===== config.mk =====
export PLATFORM = sky130hd
export DESIGN_NAME = controle_venda
export DESIGN_NICKNAME = d
export VERILOG_FILES = /design/src/rtl/controle_venda.sv
export SDC_FILE = /design/constraint.sdc
export NUM_CORES = 1
export LEC_CHECK = 0
export ABC_CLOCK_PERIOD_IN_PS = 2100
export CAP_MARGIN = 20
export CORE_MARGIN = 2
export CORE_UTILIZATION = 50
export DETAILED_ROUTE_END_ITERATION = 6
export GPL_TIMING_DRIVEN = 1
export PLACE_DENSITY = 0.71
export SLEW_MARGIN = 20
export SYNTH_ARGS = -nofsm -noshare
export SYNTH_HDL_FRONTEND = slang
export SYNTH_SLANG_ARGS = --single-unit

===== constraint.sdc =====
create_clock -name clock -period 2.1 [get_ports clock]
set_input_delay 0.21 -clock clock [delete_from_list [all_inputs] [get_ports clock]]
set_output_delay 0.21 -clock clock [all_outputs]
set_load 0.01 [all_outputs]

===== src/rtl/controle_venda.sv =====
// Purpose : sale controller behind the coin adder; checks credit, releases the product, pays change coin-by-coin, then clears the adder.
// Latency : libera_produto pulses 2 cycles after the edge that samples confirma; saldo_insuf pulses 1 cycle after that edge.
// Backpressure: troco_valido/troco_moeda hold until troco_ack; limpa_soma holds until soma==0 is sampled.
//
// Ports:
//   clock, reset_n      rising-edge clock, asynchronous active-low reset
//   on_off              machine enable, low forces idle on the next edge
//   soma, valorultrapassou  credit and overflow flag from the coin adder
//   produto, confirma, cancela  product selection and buttons (sampled only when idle)
//   troco_ack           change dispenser accepted the offered coin
//   libera_produto      one-cycle release pulse
//   troco_valido, troco_moeda  coin offer (00=1, 01=2, 10=5, 11=10)
//   limpa_soma          clear request to the coin adder
//   saldo_insuf         one-cycle insufficient-credit pulse
//   ocupado             high whenever the controller is not idle
module controle_venda #(
    parameter int PRECO0 = 4,
    parameter int PRECO1 = 6,
    parameter int PRECO2 = 8,
    parameter int PRECO3 = 10
) (
    input  logic       clock,
    input  logic       reset_n,
    input  logic       on_off,
    input  logic [4:0] soma,
    input  logic       valorultrapassou,
    input  logic [1:0] produto,
    input  logic       confirma,
    input  logic       cancela,
    input  logic       troco_ack,
    output logic       libera_produto,
    output logic       troco_valido,
    output logic [1:0] troco_moeda,
    output logic       limpa_soma,
    output logic       saldo_insuf,
    output logic       ocupado
);

    typedef enum logic [2:0] {
        OCIOSO,
        VERIFICA,
        LIBERA,
        TROCO,
        LIMPA
    } estado_t;

    estado_t    estado;
    logic [4:0] credito;
    logic [4:0] preco;
    logic [4:0] restante;

    function automatic logic [4:0] preco_de(input logic [1:0] p);
        case (p)
            2'd0:    preco_de = 5'(PRECO0);
            2'd1:    preco_de = 5'(PRECO1);
            2'd2:    preco_de = 5'(PRECO2);
            default: preco_de = 5'(PRECO3);
        endcase
    endfunction

    // Largest coin not exceeding the remaining change.
    function automatic logic [1:0] moeda_gulosa(input logic [4:0] v);
        if (v >= 5'd10)     moeda_gulosa = 2'b11;
        else if (v >= 5'd5) moeda_gulosa = 2'b10;
        else if (v >= 5'd2) moeda_gulosa = 2'b01;
        else                moeda_gulosa = 2'b00;
    endfunction

    function automatic logic [4:0] valor_moeda(input logic [1:0] c);
        case (c)
            2'b00:   valor_moeda = 5'd1;
            2'b01:   valor_moeda = 5'd2;
            2'b10:   valor_moeda = 5'd5;
            default: valor_moeda = 5'd10;
        endcase
    endfunction

    always_ff @(posedge clock or negedge reset_n) begin
        if (!reset_n) begin
            estado         <= OCIOSO;
            credito        <= 5'd0;
            preco          <= 5'd0;
            restante       <= 5'd0;
            libera_produto <= 1'b0;
            troco_valido   <= 1'b0;
            troco_moeda    <= 2'b00;
            limpa_soma     <= 1'b0;
            saldo_insuf    <= 1'b0;
            ocupado        <= 1'b0;
        end else begin
            // Pulse outputs default low every cycle.
            libera_produto <= 1'b0;
            saldo_insuf    <= 1'b0;
            if (!on_off) begin
                // Power-off abandons any pending coin and change balance.
                estado       <= OCIOSO;
                restante     <= 5'd0;
                troco_valido <= 1'b0;
                troco_moeda  <= 2'b00;
                limpa_soma   <= 1'b0;
                ocupado      <= 1'b0;
            end else begin
                case (estado)
                    OCIOSO: begin
                        // Refund has priority over purchase; a refund with no
                        // credit is a no-op and also suppresses the purchase.
                        if (cancela || valorultrapassou) begin
                            if (soma != 5'd0) begin
                                restante <= soma;
                                estado   <= TROCO;
                                ocupado  <= 1'b1;
                            end
                        end else if (confirma) begin
                            credito <= soma;
                            preco   <= preco_de(produto);
                            estado  <= VERIFICA;
                            ocupado <= 1'b1;
                        end
                    end
                    VERIFICA: begin
                        if (credito >= preco) begin
                            restante <= credito - preco;
                            estado   <= LIBERA;
                        end else begin
                            saldo_insuf <= 1'b1;
                            estado      <= OCIOSO;
                            ocupado     <= 1'b0;
                        end
                    end
                    LIBERA: begin
                        libera_produto <= 1'b1;
                        estado         <= TROCO;
                    end
                    TROCO: begin
                        if (troco_valido) begin
                            // Coin held stable until accepted; after an accept
                            // the offer drops for one cycle before the next.
                            if (troco_ack) begin
                                restante     <= restante - valor_moeda(troco_moeda);
                                troco_valido <= 1'b0;
                                troco_moeda  <= 2'b00;
                            end
                        end else if (restante == 5'd0) begin
                            estado     <= LIMPA;
                            limpa_soma <= 1'b1;
                        end else begin
                            troco_valido <= 1'b1;
                            troco_moeda  <= moeda_gulosa(restante);
                        end
                    end
                    LIMPA: begin
                        if (soma == 5'd0) begin
                            limpa_soma <= 1'b0;
                            estado     <= OCIOSO;
                            ocupado    <= 1'b0;
                        end
                    end
                    default: begin
                        estado  <= OCIOSO;
                        ocupado <= 1'b0;
                    end
                endcase
            end
        end
    end

endmodule


==> summary.md, run 1 <==
| Metric | Value |
|---|---|
| Status | finished clean |
| Max-slew violation count | 0 |
| Total length of routed wires | 3250 um |
| Maximum number of pins on one net before global-route repair | 24 |
| CTS tree | yes |
| Avg Inst Size Synth | 9.38 um2 |
| Setup bufs post-CTS | 0 |
| PortBufs | 20 |
| Normalized max-slew margin | 0.752 |
| # setup viols final | 0 |
| Slowest stage delay, CP | 380 ps |
| WL/cell | 14.4 um |
| DR vias/cell | 5.86 |
| Asr flop ratio synth | 1.00 |
| P&R area growth vs syn | 19.9% |
| Power Total | 1.87 mW |
| # hold bufs at CTS | 0 |
| Vias in the first global route | 1315 |
| First-pass GRT wire length | 5810 um |
| CTS clk-pin slew, worst paths | 130 ps |
| Number of CTS-inserted buffers | 3 |
| Layout cells sized above 1 | 0.0938 |
| Clock network latency to the later pin of the worst-skew pair | 310 ps |
| Syn Inst Count | 164 |
| Max clock buf depth | 2 |
| Crit share post-route | 0.950 |
| Worst VDD drop | 0.743 mV |
| Leakage power figure | 0.767 nW |
| Max Clock Skew | 9.43 ps |
| Antenna violations before repair | 0 |
| CP Launch Type | flop |
| Worst slew pin tran | 369 ps |
| Initial Util | 0.517 |
| Setup crit end kind | flop |
| Critical Path, Cell by Cell | inv_1 -> ha_1 -> fa_1 -> nand2b_1 -> a21oi_1 -> mux2_1 -> nand3_1 -> a22o_1 |
| Via count | 1318 |
| Total iterations of the first detailed-routing run | 4 |
| Die width | 59.5 um |
| HP Class | input port to async pin |
| Clock period minus worst slack | 2000 ps |
| Layout fillers | 277 |
| Ant diodes | 0 |
| Placer congestion estimate | 0.853 |
| FF-to-FF Start | troco_moeda[0] |
| Number of synthesis warnings | 0 |
| Total GRT Usage | 0.216 |
| Critical Path Slowest Stage Cell | dfrtp_1 |
| Yosys reg bits | 23 |
| Synth cell types | 46 |
| Placed wire-length estimate | 2600 um |
| Root Driver | clkbuf_4 |
| Bufs and invs on worst path | 1 |
| CP max FO | 2 |
| Fin nets | 216 |
| Die height | 59.5 um |
| Register area share after synthesis | 0.374 |
| EDFF count, synth | 0 |
| Post-Layout Cell Count | 225 |
| Mapped cell area | 1540 um2 |
| Fmax | 0.501 GHz |
| Synth area leader | dfrtp_1 |
| Final worst slack | 105 ps |
| Ys flop type | dfrtp_1 |
| Crit path max-delay family | adder cells |
| CP startpoint | troco_moeda[0] |
| Power per Cell Area | 1010 nW/um2 |
| I/O pin count | 21 |
| DIE AREA | 3540 um2 |
| Final count of hold timing violations | 0 |
| Placed cell count | 220 |
| Max Cap Viol | 0 |
| Place WS | 111 ps |
| Synth area leaders | dfrtp_1, mux2_1, ha_1 |
| CP arrival | 2250 ps |
| GRT overflow | 0 |
| Post-cts resize count | 0 |
| Req. time, crit path | 2350 ps |
| Top-area cell type share of the netlist area | 0.374 |
| Drt drc | 0 |
| Syn_nets | 187 |
| Max H-tree Level | 1 |
| RSZ-0062 raised after global routing | no |
| Core area | 2980 um2 |
| CTS Sinks | 23 |
| Final ANT Viol Nets | 0 |
| Setup_tns | 0 ps |
| Setup Crit Path Kind | flop to flop |
| Row count | 20 |
| DRT iter0 DRCs | 51 |
==> layout by cell type, fill, tap and decap left out, types with 4 or more instances in the layout <==
cell type	n
nor3_1	5
ha_1	7
a21oi_1	10
mux2_1	8
buf_4	9
o21ai_0	5
a31oi_1	5
nand2_1	13
clkdlybuf4s50_1	20
inv_1	13
a211oi_1	5
dfrtp_1	23
nand3_1	4
nor2_1	14
o31ai_1	4
==> layer usage <==
layer | wire, um | share of wire | vias to the layer above | GRT usage
li1 | - | - | 657 | -
met1 | 1510 | 0.47 | 628 | 0.283
met2 | 1570 | 0.48 | 29 | 0.370
met3 | 125 | 0.038 | 4 | 0.0284
met4 | 36 | 0.011 | 0 | 0.0649
met5 | 0 | 0 | - | 0
==> where the power goes <==
| group | switching, mW | internal [mW] |
|---|---|---|
| Sequential | 0.119 | 0.565 |
| Combinational | 0.506 | 0.470 |
| Clock | 0.131 | 0.0741 |
| Total | 0.756 | 1.11 |
==> Yosys cell counts (5+ instances only) <==
cell / number
a211oi_1: 5
a21oi_1: 10
a31oi_1: 5
dfrtp_1: 23
ha_1: 7
inv_1: 13
mux2_1: 8
nand2_1: 13
nor2_1: 14
nor3_1: 5
o21ai_0: 5
==> registers in the layout, indices dropped and copies added, names as in the netlist <==
name / count
credito: 5
troco_valido: 1
troco_moeda: 2
ocupado: 1
saldo_insuf: 1
preco: 3
restante: 5
libera_produto: 1
limpa_soma: 1
estado: 3
==> cell families (layout without fill, tap and decap cells) <==
family / Yosys count / after routing / synth area share
compound gates: 46 / 46 / 0.212
xor+xnor: 2 / 2 / 0.0114
fa+ha+maj: 9 / 9 / 0.0829
buf+inv: 19 / 47 / 0.0528
flops: 23 / 23 / 0.374
mux: 10 / 10 / 0.0715
simple gates: 55 / 55 / 0.195
==> stage by stage <==
step	util	hold WS [ps]	instance area, um2
floorplan	-	-85.6	1540
global placement	0.608	473	1810
detailed placement	0.608	484	1810
CTS	0.617	243	1840
global route	0.620	272	1850
finish	0.620	237	1850
==> worst paths after layout <==
| kind | to | slack, ps | cells after the start |
|---|---|---|---|
| max in group asynchronous | limpa_soma | 1630 | 2 |
| min reg2reg | preco[3] | 510 | 1 |
| min in group clock | preco[2] | 460 | 2 |
| max reg2reg | restante[4] | 100 | 8 |
| max | restante[4] | 100 | 8 |
| min | restante[1] | 240 | 2 |
==> area by class of cell <==
cell class              instances  area (um2)  area share
well taps                      33        41.3      0.0224
multi-input cells             122         882       0.478
repair buffers                 29         268       0.145
clock buffers                   4        26.3      0.0142
flip-flops and latches         23         576       0.312
inverters                      14        52.6      0.0285
Note: power is estimated with default switching activity, not from simulation.
==> run 2, diff against run 1 <==
--- a/config.mk
+++ b/config.mk
@@ -5,13 +5,13 @@
 export SDC_FILE = /design/constraint.sdc
 export NUM_CORES = 1
 export LEC_CHECK = 0
-export ABC_CLOCK_PERIOD_IN_PS = 2100
+export ABC_CLOCK_PERIOD_IN_PS = 1800
 export CAP_MARGIN = 20
 export CORE_MARGIN = 2
-export CORE_UTILIZATION = 50
+export CORE_UTILIZATION = 49
 export DETAILED_ROUTE_END_ITERATION = 6
 export GPL_TIMING_DRIVEN = 1
-export PLACE_DENSITY = 0.71
+export PLACE_DENSITY = 0.72
 export SLEW_MARGIN = 20
 export SYNTH_ARGS = -nofsm -noshare
 export SYNTH_HDL_FRONTEND = slang
==> constraint.sdc (replaced) <==
create_clock -name clock -period 1.8 [get_ports clock]
set_input_delay 0.18 -clock clock [delete_from_list [all_inputs] [get_ports clock]]
set_output_delay 0.18 -clock clock [all_outputs]
set_load 0.01 [all_outputs]
==> summary.md, run 2 (synthesis gave the netlist of run 1 again) <==
| Metric | Value |
|---|---|
| Final count of hold timing violations | 0 (unchanged) |
| Status | complete, but fails checks (was finished clean) |
| Number of CTS-inserted buffers | 3 (unchanged) |
| Total GRT Usage | 0.230 (was 0.216) |
| DIE AREA | 3600 um2 (was 3540 um2) |
| CP Launch Type | flop (unchanged) |
| Placed cell count | 249 (was 220) |
| Clock network latency to the later pin of the worst-skew pair | 310 ps (about the same) |
| Ant diodes | 0 (unchanged) |
| Worst VDD drop | 0.670 mV (was 0.743 mV) |
| Post-Layout Cell Count | 258 (was 225) |
| Placer congestion estimate | 0.885 (was 0.853) |
| Setup_tns | -41.2 ps (was 0 ps) |
| Vias in the first global route | 1415 (was 1315) |
| CP arrival | 2090 ps (was 2250 ps) |
| Switch Pwr | 1.01 mW (was 756 uW) |
| Placed wire-length estimate | 2760 um (was 2600 um) |
| HP Class | input port to async pin (unchanged) |
| CP max FO | 3 (was 2) |
| Largest registers | credito (5), restante (5) (unchanged) |
| RR Endpoint | restante[4] (unchanged) |
| Bufs and invs on worst path | 1 (unchanged) |
| WL/cell | 14.2 um (was 14.4 um) |
| Fin nets | 238 (was 216) |
| Via count | 1411 (was 1318) |
| CTS tree | yes (unchanged) |
| Layout cells sized above 1 | 0.266 (was 0.0938) |
| FF-to-FF Start | troco_moeda[0] (unchanged) |
| Max clock buf depth | 2 (unchanged) |
| Post-DP Area | 1980 um2 (was 1810 um2) |
| P&R area growth vs syn | 37.9% (was 19.9%) |
| Failing checks | negative setup slack |
| I/O pin count | 21 (unchanged) |
| Switch share | 0.394 (was 0.405) |
| Commonest cells after routing, fill and taps aside | buf_4, dfrtp_1, clkdlybuf4s50_1 (was dfrtp_1, clkdlybuf4s50_1, nor2_1) |
| CTS Sinks | 23 (unchanged) |
| Critical Path Slowest Stage Cell | dfrtp_2 (was dfrtp_1) |
| Final worst slack | -28.1 ps (was 105 ps) |
| Setup Crit Path Kind | flop to flop (unchanged) |
| Final Cell Area | 2120 um2 (was 1850 um2) |
| Die height | 60.0 um (was 59.5 um) |
| Max Cap Viol | 0 (unchanged) |
| Crit share post-route | 1.02 (was 0.950) |
| P_int | 1.55 mW (was 1.11 mW) |
| Most common cell after layout, fill and taps aside | buf_4 (was dfrtp_1) |
| # setup viols final | 3 (was 0) |
| Slowest stage delay, CP | 430 ps (was 380 ps) |
| GRT overflow | 0 (unchanged) |
| Total length of routed wires | 3650 um (was 3250 um) |
| Total iterations of the first detailed-routing run | 4 (unchanged) |
| Crit path max-delay family | adder cells (unchanged) |
| DR vias/cell | 5.47 (was 5.86) |
| Drt drc | 0 (unchanged) |
| Power per Cell Area | 1200 nW/um2 (was 1010 nW/um2) |
| Leakage power figure | 0.898 nW (was 0.767 nW) |
| Place WS | -149 ps (was 111 ps) |
| Core area | 3030 um2 (was 2980 um2) |
| Antenna violations before repair | 0 (unchanged) |
| Max-slew violation count | 0 (unchanged) |
| Worst slew pin tran | 391 ps (was 369 ps) |
| Sequential share of power | 0.314 (was 0.367) |
| First-pass GRT wire length | 6210 um (was 5810 um) |
| Final Util | 0.701 (was 0.620) |
| Logic gate share of total power | 0.591 (was 0.523) |
| Power Total | 2.55 mW (was 1.87 mW) |
| PortBufs | 20 (unchanged) |
| Cells on worst reg2reg path | 8 (unchanged) |
| Root Driver | clkbuf_4 (unchanged) |
| Req. time, crit path | 2070 ps (was 2350 ps) |
| WHS | 203 ps (was 237 ps) |
| Flop-to-flop setup slack | -30 ps (was 100 ps) |
| Row count | 20 (unchanged) |
| # hold bufs at CTS | 0 (unchanged) |
| Setup crit end kind | flop (unchanged) |
| CTS clk-pin slew, worst paths | 130 ps (about the same) |
| Max H-tree Level | 1 (unchanged) |
| Critical Path, Cell by Cell | inv_2 -> ha_4 -> fa_2 -> nand2b_4 -> a21oi_4 -> mux2_4 -> nand3_2 -> a22o_1 (was inv_1 -> ha_1 -> fa_1 -> nand2b_1 -> a21oi_1 -> mux2_1 -> nand3_1 -> a22o_1) |
| Die width | 60.0 um (was 59.5 um) |
| Fmax | 0.547 GHz (was 0.501 GHz) |
| DRT iter0 DRCs | 66 (was 51) |
| Clock period minus worst slack | 1830 ps (was 2000 ps) |
| Maximum number of pins on one net before global-route repair | 24 (unchanged) |
| Clk network pwr share | 0.096 (was 0.110) |
| RSZ-0062 raised after global routing | yes (was no) |
| Normalized max-slew margin | 0.739 (was 0.752) |
| Initial Util | 0.508 (was 0.517) |
| Final ANT Viol Nets | 0 (unchanged) |
| Max Clock Skew | 8.36 ps (was 9.43 ps) |
run 2: worst max-delay path by stage:
stage | end | depth (start not counted) | startpoint | slack [ps]
floorplan | restante[4] | 8 | troco_moeda[0] | -10
global placement | ocupado | 6 | on_off | -90
detailed placement | ocupado | 6 | on_off | -150
CTS | restante[4] | 8 | troco_moeda[0] | -20
global route | restante[1] | 10 | credito[1] | -130
finish | restante[4] | 8 | troco_moeda[0] | -30
run 2: cell type report:
type	instances	area, um2
tap	44	55.1
inverter	14	52.6
fill	236	906
timing repair buffer	51	440
clock buffer	4	26.3
sequential	23	578
multi-input combinational	122	970
run 2: routing by layer:
metal	wire length, um	global-route usage	up-vias	part of all wire
met4	68	0.0889	0	0.019
met3	109	0.0303	7	0.030
met5	0	0	-	0
met2	1800	0.373	28	0.49
li1	-	-	696	-
met1	1670	0.310	680	0.46
run 2: power by group through the flow:
stage	logic, mW	clock network [mW]	registers (mW)
after floorplan	0.883	0	0.782
after global placement	1.26	0	0.792
after detailed placement	1.30	0	0.803
after CTS	1.48	0.248	0.800
after global routing	1.67	0.272	0.826
final	1.51	0.245	0.801
run 2: what timing repair did:
item / CTS / global route
pin swaps: 3 / 5
resized for setup: 13 / 2
buffers inserted: 3 / 2
endpoints found under the setup margin: 6 / 7
